## config.mk

```make
export PLATFORM = sky130hd
export DESIGN_NAME = bus_arbiter
export DESIGN_NICKNAME = d
export VERILOG_FILES = /design/src/rtl/bus_arbiter.sv
export SDC_FILE = /design/constraint.sdc
export NUM_CORES = 1
export LEC_CHECK = 0
export CAP_MARGIN = 25
export CORE_AREA = 2 2 39 41
export CTS_CLUSTER_DIAMETER = 120
export CTS_CLUSTER_SIZE = 40
export DETAILED_ROUTE_END_ITERATION = 10
export DIE_AREA = 0 0 41 43
export GPL_ROUTABILITY_DRIVEN = 0
export GPL_TIMING_DRIVEN = 0
export MAX_ROUTING_LAYER = met4
export PLACE_DENSITY = 0.68
export SYNTH_ARGS = -nofsm -noshare
export SYNTH_HDL_FRONTEND = slang
export SYNTH_SLANG_ARGS = --single-unit
export TNS_END_PERCENT = 30
```

## constraint.sdc

```tcl
create_clock -name clk -period 2.9 [get_ports clk]
set_input_delay 0.58 -clock clk [delete_from_list [all_inputs] [get_ports clk]]
set_output_delay 0.58 -clock clk [all_outputs]
set_load 0.005 [all_outputs]
```

## src/rtl/bus_arbiter.sv

```systemverilog
// bus_arbiter: round-robin bus arbiter with turnaround cycles; optional hold timeout via BUS_ARB_TIMEOUT_EN
module bus_arbiter #(
  parameter int N_REQ = 4,
  parameter int TURNAROUND = 1,
  parameter int MAX_HOLD = 16
) (
  input  logic                     clk,
  input  logic                     rst,
  input  logic [N_REQ-1:0]         req,
  output logic [N_REQ-1:0]         gnt,
  output logic [$clog2(N_REQ)-1:0] owner,
  output logic                     busy,
  output logic                     timeout
);
  localparam int OW = $clog2(N_REQ);
  localparam int CW = TURNAROUND > 1 ? $clog2(TURNAROUND) : 1;
  typedef enum logic [1:0] {IDLE, GRANT, TURN} state_t;
  state_t state;
  logic [OW-1:0] last, win;
  logic [CW-1:0] cnt;
  logic release_now;
  int j;
  always_comb begin
    win = last;
    j = 0;
    for (int i = N_REQ; i >= 1; i--) begin
      j = int'(last) + i;
      j = j >= N_REQ ? j - N_REQ : j;
      win = req[j] ? OW'(j) : win;
    end
  end
  assign busy = |gnt;
`ifdef BUS_ARB_TIMEOUT_EN
  localparam int HW = $clog2(MAX_HOLD + 1);
  logic [HW-1:0] hold;
  logic expire;
  assign expire = req[owner] && hold == HW'(MAX_HOLD - 1);
  assign release_now = !req[owner] || expire;
  always_ff @(posedge clk)
    if (rst) begin
      hold <= '0;
      timeout <= 1'b0;
    end else begin
      timeout <= state == GRANT && expire;
      hold <= state == GRANT ? hold + 1'b1 : '0;
    end
`else
  assign release_now = !req[owner];
  assign timeout = 1'b0 & (MAX_HOLD > 0);
`endif
  always_ff @(posedge clk)
    if (rst) begin
      state <= IDLE;
      gnt <= '0;
      owner <= '0;
      last <= OW'(N_REQ - 1);
      cnt <= '0;
    end else begin
      case (state)
        GRANT:
          if (release_now) begin
            state <= TURN;
            gnt <= '0;
            owner <= '0;
            cnt <= CW'(TURNAROUND - 1);
          end
        default:
          if (state == TURN && cnt != '0) cnt <= cnt - 1'b1;
          else if (|req) begin
            state <= GRANT;
            gnt <= N_REQ'(1) << win;
            owner <= win;
            last <= win;
          end else state <= IDLE;
      endcase
    end
endmodule

```

Yosys cells after proc, flatten, opt, wreduce, memory -nomap -nowiden
Cells that the tools add are included.
{"block": "totals", "reg_bits": 11, "inputBits": 6, "wordCells": 76}
{"block": "classes", "add_sub_neg": 9, "magnitude_cmp": 9, "n_eq_ne": 4, "shifts": 1, "mux": 37, "bitwise_logic": 2, "n_reduce_logical": 9}
{"op": "32-bit by 4-bit < comparator with 1-bit output, second input constant", "n": 4}
{"op": "32-bit 2-to-1 mux", "n": 4}
{"op": "2-bit 2-to-1 mux", "n": 11}
{"op": "4-bit 2-to-1 mux", "n": 4}
{"op": "1-bit 2-to-1 mux", "n": 13}
{"op": "3-bit by 3-bit subtractor with 4-bit output, second input constant", "n": 3}
{"op": "1-bit binary-select mux with 2-bit select", "n": 5}
{"op": "3-bit greater-or-equal comparator, second input constant", "n": 3}
{"op": "4-bit OR reduction", "n": 2}
{"op": "2-bit by 2-bit adder with 3-bit output, second input constant", "n": 2}
{"op": "3-bit AND reduction", "n": 2}
{"op": "4-bit by 3-bit subtractor with 5-bit output, second input constant", "n": 1}
{"op": "2-bit by 3-bit adder with 4-bit output, second input constant", "n": 1}
{"op": "4-bit by 3-bit greater-or-equal comparator with 1-bit output, second input constant", "n": 1}
{"op": "2-bit AND reduction", "n": 2}
{"op": "2-bit nonzero test", "n": 2}
{"op": "1-bit by 2-bit left shift with 4-bit output, first input constant", "n": 1}
{"op": "2-bit by 1-bit adder with 3-bit output, second input constant", "n": 1}
{"op": "2-bit by 3-bit < comparator with 1-bit output, second input constant", "n": 1}
{"op": "2-bit by 1-bit == test with 1-bit output, second input constant", "n": 1}
{"op": "2-bit == test, second input constant", "n": 1}
{"op": "2-bit by 1-bit inequality test with 1-bit output, second input constant", "n": 1}
{"op": "2-bit inequality test, second input constant", "n": 1}
{"op": "1-bit NOT", "n": 2}
{"op": "other kinds (2)", "n": 2}

Depth between registers and ports, before layout
Gate-level depths: netlist (run 1).
{"block": "logic_depth", "word_depth": 14, "ltp_mapped": 6, "mapped_depth_nobuf": 5}

Least setup slack after synthesis (run 1)
Ideal clock, no wire load.
{"block": "synth_timing", "kind": "in2reg", "from": "in req[3]", "to": "reg gnt[0]", "setup_time_ns": 0.125, "arrival_ns": 1.601, "required_ns": 2.775, "path_slack_ns": 1.174, "path_stages": 5, "path_buffers": 0, "path_cell_list": "mux4_2 nor3b_4 nor2_2 a22oi_1 nor2_1"}
{"block": "synth_via", "elab_chain_len": 11, "elab_cells_between_ends": 26, "classes_between": "eq/ne (1); shift (1); mux (21); reduce/logical (3)"}
{"element": "from (decl)", "line": "9", "rtl": "input logic [N_REQ-1:0] req,"}
{"element": "1-bit binary-select mux with 2-bit select", "line": "29", "rtl": "win = req[j] ? OW'(j) : win;"}
{"element": "1-bit 2-to-1 mux (not written as such) (2 in series)", "line": "29"}
{"element": "2-bit 2-to-1 mux (4 in series)", "line": "29"}
{"element": "1-bit by 2-bit left shift with 4-bit output", "line": "71", "rtl": "gnt <= N_REQ'(1) << win;"}
{"element": "4-bit 2-to-1 mux", "line": "69", "rtl": "else if (|req) begin"}
{"element": "4-bit 2-to-1 mux", "line": "68", "rtl": "if (state == TURN && cnt != '0) cnt <= cnt - 1'b1;"}
{"element": "4-bit 2-to-1 mux", "line": "59", "rtl": "case (state)"}
{"element": "to (signal assigned)", "line": "71"}
{"element": "to (decl)", "line": "10", "rtl": "output logic [N_REQ-1:0] gnt,"}
Parallel ways exist; a longest one is shown, timed or not. The select of a mux whose other input is x is not followed.
A chain may end at the register's enable or synchronous reset.

Final worst setup path (run 1)
{"block": "layout_timing", "from": "reg gnt[1]", "to": "out busy"}
{"block": "layout_via", "elab_chain_len": 1}
{"element": "4-bit OR reduction", "line": "32", "rtl": "assign busy = |gnt;"}
{"element": "to (decl)", "line": "12", "rtl": "output logic busy,"}
Every way passes these cells.

==> reports/qor.yml, run 1 <==
setup_ws_ns: 0.7612
avgRoutedWirePerCell_um: 12.00
clockBufferDepth: 2
h-tree-depth: 1
pre_cts_ws_ns: 0.5410
maxCapViolCount: 0
core_sq_um: 1384
crit_buf_inv: 1
final.min_clock_period_ns: 2.139
num_rows: 14
crit_required_ns: 2.32
ir_drop_mv: 0.3746
slowest_delay_ns: 0.51
synth_warnings: 0
multi_input_area_sq_um: 295.3
grt_pass1_vias: 404
seq_area_frac_synth: 0.4103
cts_sinks: 11
nFillCells: 143
crit_path_end_kind: "primary output"
cts-root-buf: "clkbuf_4"
post_cts_buffers: 0
start_kind: "flip-flop"
syn_inst: 59
grt_max_degree: 11
critPathLaunch: "gnt[1]"
mappedNetlistArea_sq_um: 536.8
hold_buffers: 0
worstPathArrival_ns: 1.56
totalNegativeSetupSlack_ns: 0
ctsResizeCount: 0
insertion_delay_ns: 0.27
drtAntennaViolNets: 0
min_from: "cnt"
grt_usage: 0.1511
most-common-layout-cells: "clkdlybuf4s50_1 (12), nor2_1 (11), dfxtp_1 (11), a22oi_1 (5)"
r2r_start: "owner[1]"
fmax_mhz: 467.6
floorplan.die_area_sq_um: 1763
drt-pass1-iter-count: 2
ff_latch_area_sq_um: 220.2
slowest_stage: "or4_1"
drive_gt1_frac: 0.1333
worst_hold_path_type: "flip-flop to flip-flop"
syn-num-nets: 65
power.density_nw_per_um2: 586.1
clk_pin_slew_ns: 0.07
routed_via_density: 5.319
worstPathCellList: "or4_1, clkdlybuf4s50_1"
skew_ns: 0.005148
postLayoutCoreUtil: 0.5081
drv_slew: 0
rsz0062_at_grt: "no"
nets: 82
initial_utilization: 0.3879
setup_viol: 0
min_period_over_period: 0.7375
synth_cell_types: 28
finalHoldViolCount: 0
power_mw: 0.4121
status: "finished clean"
cts_buffers: 3
port_buffers: 12
criticalPathCategory: "flip-flop to primary output"
power.leakage_nw: 0.2809
drc: 0
final_common_cell: "clkdlybuf4s50_1"
diodes: 0
yosys_register_bits: 11
drt-total-wl_um: 1092
cts_tree: "built"
drtIter0Drc: 8
crit_family: "simple AND/OR/NAND/NOR gates"
overflow: 0
die_h_um: 43
whs_ns: 0.4802
vias: 484
reg2reg_slack_ns: 1.21
place_hpwl_um: 813.2
grt_pass1_wl_um: 1704
io_pins: 14
syn_to_final_growth_pct: 31.00
critPathMaxFanout: 3
antenna_found_initial: 0
avgSynthCellArea_sq_um: 9.098
die_w_um: 41
-- worst paths after layout --
kind | endpoint | depth (start not counted)
hold / removal | cnt | 1
setup reg to reg | gnt[1] | 5
hold reg to reg | cnt | 1
setup / recovery | busy | 2
-- layout make-up --
class | count | area share
tap | 16 | 0.02847
timing repair buffer | 12 | 0.1708
buffer | 3 | 0.03025
clock buffer | 4 | 0.03737
sequential | 11 | 0.3132
multi-input combinational | 45 | 0.4199
-- where the power goes --
group          leakage (nW)  internal (mW)  switching [mW]  total (mW)
Sequential           0.0905          0.168          0.0138       0.182
Combinational         0.175         0.0713          0.0571       0.128
Clock                0.0150         0.0532          0.0483       0.101
Total                 0.281          0.293           0.119       0.412
-- cell usage after synthesis --
cell type / count / area (sq um)
a211o_1: 2 / 17.52
a21o_1: 1 / 7.510
a21oi_1: 3 / 15.01
a22oi_1: 5 / 37.54
a31oi_1: 1 / 6.260
and2_2: 1 / 7.510
and3b_1: 1 / 8.760
buf_2: 1 / 5.000
buf_4: 1 / 7.510
conb_1: 1 / 3.750
dfxtp_1: 11 / 220.2
dlygate4sd1_1: 1 / 8.760
mux2i_1: 1 / 10.01
mux4_2: 1 / 22.52
nand2_1: 2 / 7.510
nand2b_1: 2 / 12.51
nand3b_1: 1 / 7.510
nor2_1: 11 / 41.29
nor2_2: 1 / 6.260
nor2b_1: 1 / 6.260
nor3_1: 3 / 15.01
nor3b_1: 1 / 7.510
nor3b_4: 1 / 18.77
nor4_1: 1 / 6.260
nor4b_1: 1 / 8.760
or3_1: 1 / 6.260
or3_2: 1 / 7.510
or4_1: 1 / 7.510
-- metal layers --
| layer | part of all wire | wire length, um | global-route usage | up-vias |
|---|---|---|---|---|
| met4 | 0.011 | 12 | 0.06000 | 0 |
| li1 | - | - | - | 246 |
| met5 | 0 | 0 | - | - |
| met3 | 0.038 | 41 | 0.09424 | 2 |
| met2 | 0.47 | 509 | 0.2031 | 8 |
| met1 | 0.48 | 529 | 0.1770 | 228 |
-- state kept, by name (all words and copies together) (netlist names) --
register and count:
gnt 4, cnt 1, state 2, last 2, owner 2
-- through the flow --
| step | instance area (sq um) | std cells |
|---|---|---|
| finish | 703.2 | 91 |
| global route | 703.2 | 91 |
| CTS | 703.2 | 91 |
| detailed placement | 676.9 | 87 |
| global placement | 676.9 | 87 |
| floorplan | 536.8 | 59 |
-- worst reg2reg max path, stage by stage (launching register included) --
cell and delay, ns:
dfxtp_1 0.40, mux4_2 0.57, nor3b_4 0.24, nor2_2 0.11, a22oi_1 0.21, nor2_1 0.06
-- kinds of logic (layout without fill, tap and decap cells) --
logic type / after synthesis / in the layout / share of synthesized area
other cells: 1 / 1 / 0.006986
simple gates: 30 / 30 / 0.3264
flops: 11 / 11 / 0.4103
mux: 2 / 2 / 0.06060
compound gates: 12 / 12 / 0.1562
buf+inv: 3 / 19 / 0.03963
(Power assumes the default switching activity.)
==> run 2, diff against run 1 <==
clock period = 1.99 ns   (was 2.9 ns; I/O delays follow)
==> reports/qor.yml, run 2 (synthesis gave the netlist of run 1 again) <==
status: "finished clean"
power_mw: 0.5980
worstPathArrival_ns: 2.05
min_from: "cnt"
holdPathEnd: "cnt"
drt-total-wl_um: 1091
reg2reg_slack_ns: 0.30
cts_buffers: 3
num_rows: 14
swShare: 0.2897
drive_gt1_frac: 0.1333
antenna_found_initial: 0
overflow: 0
nets: 82
place_hpwl_um: 813.2
slowest_delay_ns: 0.55
diodes: 0
avgRoutedWirePerCell_um: 11.99
totalNegativeSetupSlack_ns: 0
worstPathCellList: "clkdlybuf4s50_1, mux4_2, nor3b_4, nor2_2, a22oi_1, nor2_1"
final_cells: 91
cts-root-buf: "clkbuf_4"
drtAntennaViolNets: 0
criticalPathCategory: "input port to flip-flop"
drt-pass1-iter-count: 2
syn_to_final_growth_pct: 31.47
holdPathStages: 1
clkPwrFrac: 0.247
drv_slew: 0
nFillCells: 142
rr_endpoint: "gnt[1]"
final.min_clock_period_ns: 1.905
post-place-cells: 87
r2r_start: "owner[1]"
slowest_stage: "mux4_2"
port_buffers: 12
ff2ff_path_depth: 5
critPathMaxFanout: 6
clk_pin_slew_ns: 0.07
power.internal_mw: 0.4248
rsz0062_at_grt: "no"
skew_ns: 0.005148
vias: 484
floorplan.die_area_sq_um: 1763
grt_max_degree: 11
sequentialPowerShare: 0.444
setup_viol: 0
fmax_mhz: 525.0
top_register: "gnt"
ir_drop_mv: 0.5458
power.leakage_nw: 0.2936
core_sq_um: 1384
power_switching_mw: 0.1732
insertion_delay_ns: 0.27
most-common-layout-cells: "nor2_1 (11), dfxtp_1 (11), clkdlybuf4s50_1 (11), a22oi_1 (5)"
whs_ns: 0.4802
h-tree-depth: 1
min_period_over_period: 0.9572
cts_tree: "built"
grt_pass1_wl_um: 1704
routed_via_density: 5.319
die_w_um: 41
crit_required_ns: 2.14
cts_sinks: 11
combPwrFrac: 0.309
clockBufferDepth: 2
grt_usage: 0.1511
start_kind: "input port"
drc: 0
largest_register_ffs: 4
io_pins: 14
crit_path_end_kind: "flip-flop"
grt_pass1_vias: 404
finalHoldViolCount: 0
initial_utilization: 0.3879
die_h_um: 43
maxCapViolCount: 0
worst_hold_path_type: "flip-flop to flip-flop"
power.density_nw_per_um2: 847.5
drtIter0Drc: 8
==> run 2: cell count changes in the layout (fill, tap and decap cells not counted) <==
cell	delta
dlymetal6s2s_1	+1
clkdlybuf4s50_1	-1
==> run 2: what timing repair did <==
action / 4_1_cts / 5_1_grt
endpoints found under the hold margin: 0 / 0
hold buffers: 0 / 0
gates resized for setup: 0 / 1
buffers inserted: 0 / 0
setup endpoints to repair: 0 / 1
==> run 2: worst max path at each step <==
| stage | startpoint | endpoint | cells past startpoint |
|---|---|---|---|
| finish | req[3] | gnt[1] | 6 |
| floorplan | owner[1] | gnt[0] | 5 |
| global placement | req[3] | gnt[2] | 6 |
| detailed placement | req[3] | gnt[1] | 6 |
| CTS | gnt[1] | busy | 2 |
| global route | req[3] | gnt[2] | 6 |
==> run 2: cell type report <==
class                           count  area, sq um  area share
Tap cell                           16        20.02     0.02837
Clock buffer                        4        26.28     0.03723
Timing Repair Buffer               12        122.6      0.1738
Sequential cell                    11        220.2      0.3121
Buffer                              3        21.27     0.03014
Multi-Input combinational cell     45        295.3      0.4184
==> run 2: through the flow <==
step	instance area [sq um]	utilization	setup slack (ns)
after floorplan	536.8	-	0.4278
after global placement	676.9	0.4892	-0.1897
after detailed placement	676.9	0.4892	-0.1870
after CTS	703.2	0.5081	0.01668
after global routing	705.7	0.5099	0.02202
final	705.7	0.5099	0.08515
==> run 2: worst max-delay path: cells and delay by family <==
kind / cells / cell delay [ns]
multiplexers: 1 / 0.55
AO/OA/AOI/OAI: 1 / 0.21
buffers and inverters: 1 / 0.49
AND/OR/NAND/NOR: 3 / 0.41
==> run 2: layer usage <==
metal,up-vias,GRT usage,routed length [um]
li1,246,-,-
met1,228,0.1770,527
met2,8,0.2031,509
met3,2,0.09424,41
met4,0,0.06000,12
met5,-,-,0
==> run 2: power by group through the flow <==
stage | registers [mW] | clock network [mW] | logic [mW]
floorplan | 0.267 | 0 | 0.113
global placement | 0.269 | 0 | 0.184
detailed placement | 0.270 | 0 | 0.186
CTS | 0.265 | 0.155 | 0.188
global route | 0.268 | 0.170 | 0.203
finish | 0.266 | 0.148 | 0.185
==> edit, RTL diff (flow settings as in run 2) <==
The 3 states of `state_t` get a one-hot encoding in 3 bits.
--- a/src/rtl/bus_arbiter.sv
+++ b/src/rtl/bus_arbiter.sv
@@ -14,7 +14,7 @@
 );
   localparam int OW = $clog2(N_REQ);
   localparam int CW = TURNAROUND > 1 ? $clog2(TURNAROUND) : 1;
-  typedef enum logic [1:0] {IDLE, GRANT, TURN} state_t;
+  typedef enum logic [2:0] {IDLE = 3'b001, GRANT = 3'b010, TURN = 3'b100} state_t;
   state_t state;
   logic [OW-1:0] last, win;
   logic [CW-1:0] cnt;
Behaviour: no difference found for any inputs over 10 cycles, from zero or initial values and one cycle with rst high; not proved beyond that.
==> edit against run 2 <==
Area after synthesis is 11% higher; final cell count is 2.2% lower; hold slack better by 0.010 ns; combinational power is 17% lower; power is 2.0% lower; critical path type unchanged; fmax is 3.6% higher; cell area is 8.0% higher; global-route usage is 0.92 points higher; count of clock-buffer cells in the layout is 1 lower; sequential cell count is 1 higher; routed wire length is 3.8% higher; setup slack better by 0.066 ns; first-iteration DRC count is 25% higher.
==> edit: results (changes against run 2) <==
postPlaceCellArea_um2: 737  # was 677 µm²
leakagePower_nw: 0.307  # was 0.294 nW
holdWs_ns: 0.490  # was 0.480 ns
drtIter0Drc: 10  # was 8
yosysSeqAreaShare: 0.403  # was 0.410
num_vias: 504  # was 484
clock_area_frac: 0.0296  # was 0.0372
busiest_layer: "met1"  # was met2
grt_pass1_wl_um: 1790  # was 1700 µm
min_from: "gnt[3]$_SDFFE_PP0P_"  # was cnt$_SDFFE_PP0P_
crit_arrival_ns: 2.00  # was 2.05 ns
drive_gt1_frac: 0.192  # was 0.133
synth_area_leaders: "dfxtp_1 40%, a32o_2 7.5%, o221ai_4 4.4%, nand2b_1 4.2%, mux4_2 3.8%"  # was dfxtp_1 41%, nor2_1 7.7%, a22oi_1 7.0%, mux4_2 4.2%, nor3b_4 3.5%
outcome: "complete, no violations"  # unchanged
power_density_nw_per_um2: 769  # was 847 nW/µm²
ff_latch_area_um2: 240  # was 220 µm²
reg2reg_to: "owner[1]$_SDFFE_PP0P_"  # was gnt[1]$_SDFFE_PP0P_
grt_use_met3: 0.0628  # was 0.0942
fin_skew_ns: 0.00195  # was 0.00515 ns
syn-num-nets: 64  # was 65
final_cells: 89  # was 91
wire_per_inst_um: 12.7  # was 12.0 µm
grt_pass1_vias: 422  # was 404
bufAreaShareNonClock: 0.171  # was 0.204
dpl_worst_slack_ns: -0.123  # was -0.187 ns
nFillCells: 125  # was 142
multi_input_gates: 43  # was 45
reg2reg_depth: 3  # was 5
grt_max_degree: 8  # was 11
placed_cells: 86  # was 87
dp_hpwl_um: 862  # was 813 µm
syn_avg_cell_area_um2: 10.3  # was 9.10 µm²
synth_seq_cells: 12  # was 11
multi_input_area_um2: 342  # was 295 µm²
dr.pass1.iters: 4  # was 2
grtUsageMet1: 0.206  # was 0.177
edit: cell count changes after synthesis, moves of 2 or more:
cell	change
o21ai_0	+4
nor3_1	-3
a211o_1	-2
a32o_2	+4
nand2b_1	+2
nor2_1	-7
a22oi_1	-4
inv_1	+2
a22o_1	+2
edit: power by group:
group / internal, W / switching (W)
registers: 0.000264 / 0.0000235
logic: 0.0000906 / 0.0000621
clock network: 0.0000699 / 0.0000759
total: 0.000425 / 0.000161
edit: cell families (layout without fill, tap and decap cells):
family | count (synthesis) | count (layout) | synth area share
flip-flops | 12 | 12 | 0.403
AO/OA/AOI/OAI | 23 | 23 | 0.348
other | 1 | 1 | 0.00628
buffers and inverters | 3 | 18 | 0.0252
AND/OR/NAND/NOR | 18 | 18 | 0.180
multiplexers | 1 | 1 | 0.0377
edit: repair_timing:
action / CTS / global route
hold endpoints to repair: 0 / 0
resized for setup: 0 / 1
setup endpoints to repair: 0 / 1
edit: per-layer routing:
metal  part of all wire  wire length (µm)
met5                  0                 0
met4              0.015                17
met3              0.044                50
met2               0.46               522
met1               0.48               542
edit: critical path, cell delays in order:
cell and delay [ns]:
clkdlybuf4s50_1 0.48, mux4_2 0.54, o311a_4 0.36, a22o_1 0.23
edit: worst max-delay path by stage:
stage / slack (ns) / to / start
after floorplan: 0.42 / owner[0]$_SDFFE_PP0P_ / owner[1]$_SDFFE_PP0P_
after global placement: -0.13 / owner[1]$_SDFFE_PP0P_ / req[1]
after detailed placement: -0.12 / owner[1]$_SDFFE_PP0P_ / req[3]
after CTS: 0.02 / busy / gnt[0]$_SDFFE_PP0P_
after global routing: 0.12 / owner[1]$_SDFFE_PP0P_ / req[3]
final: 0.15 / owner[1]$_SDFFE_PP0P_ / req[3]
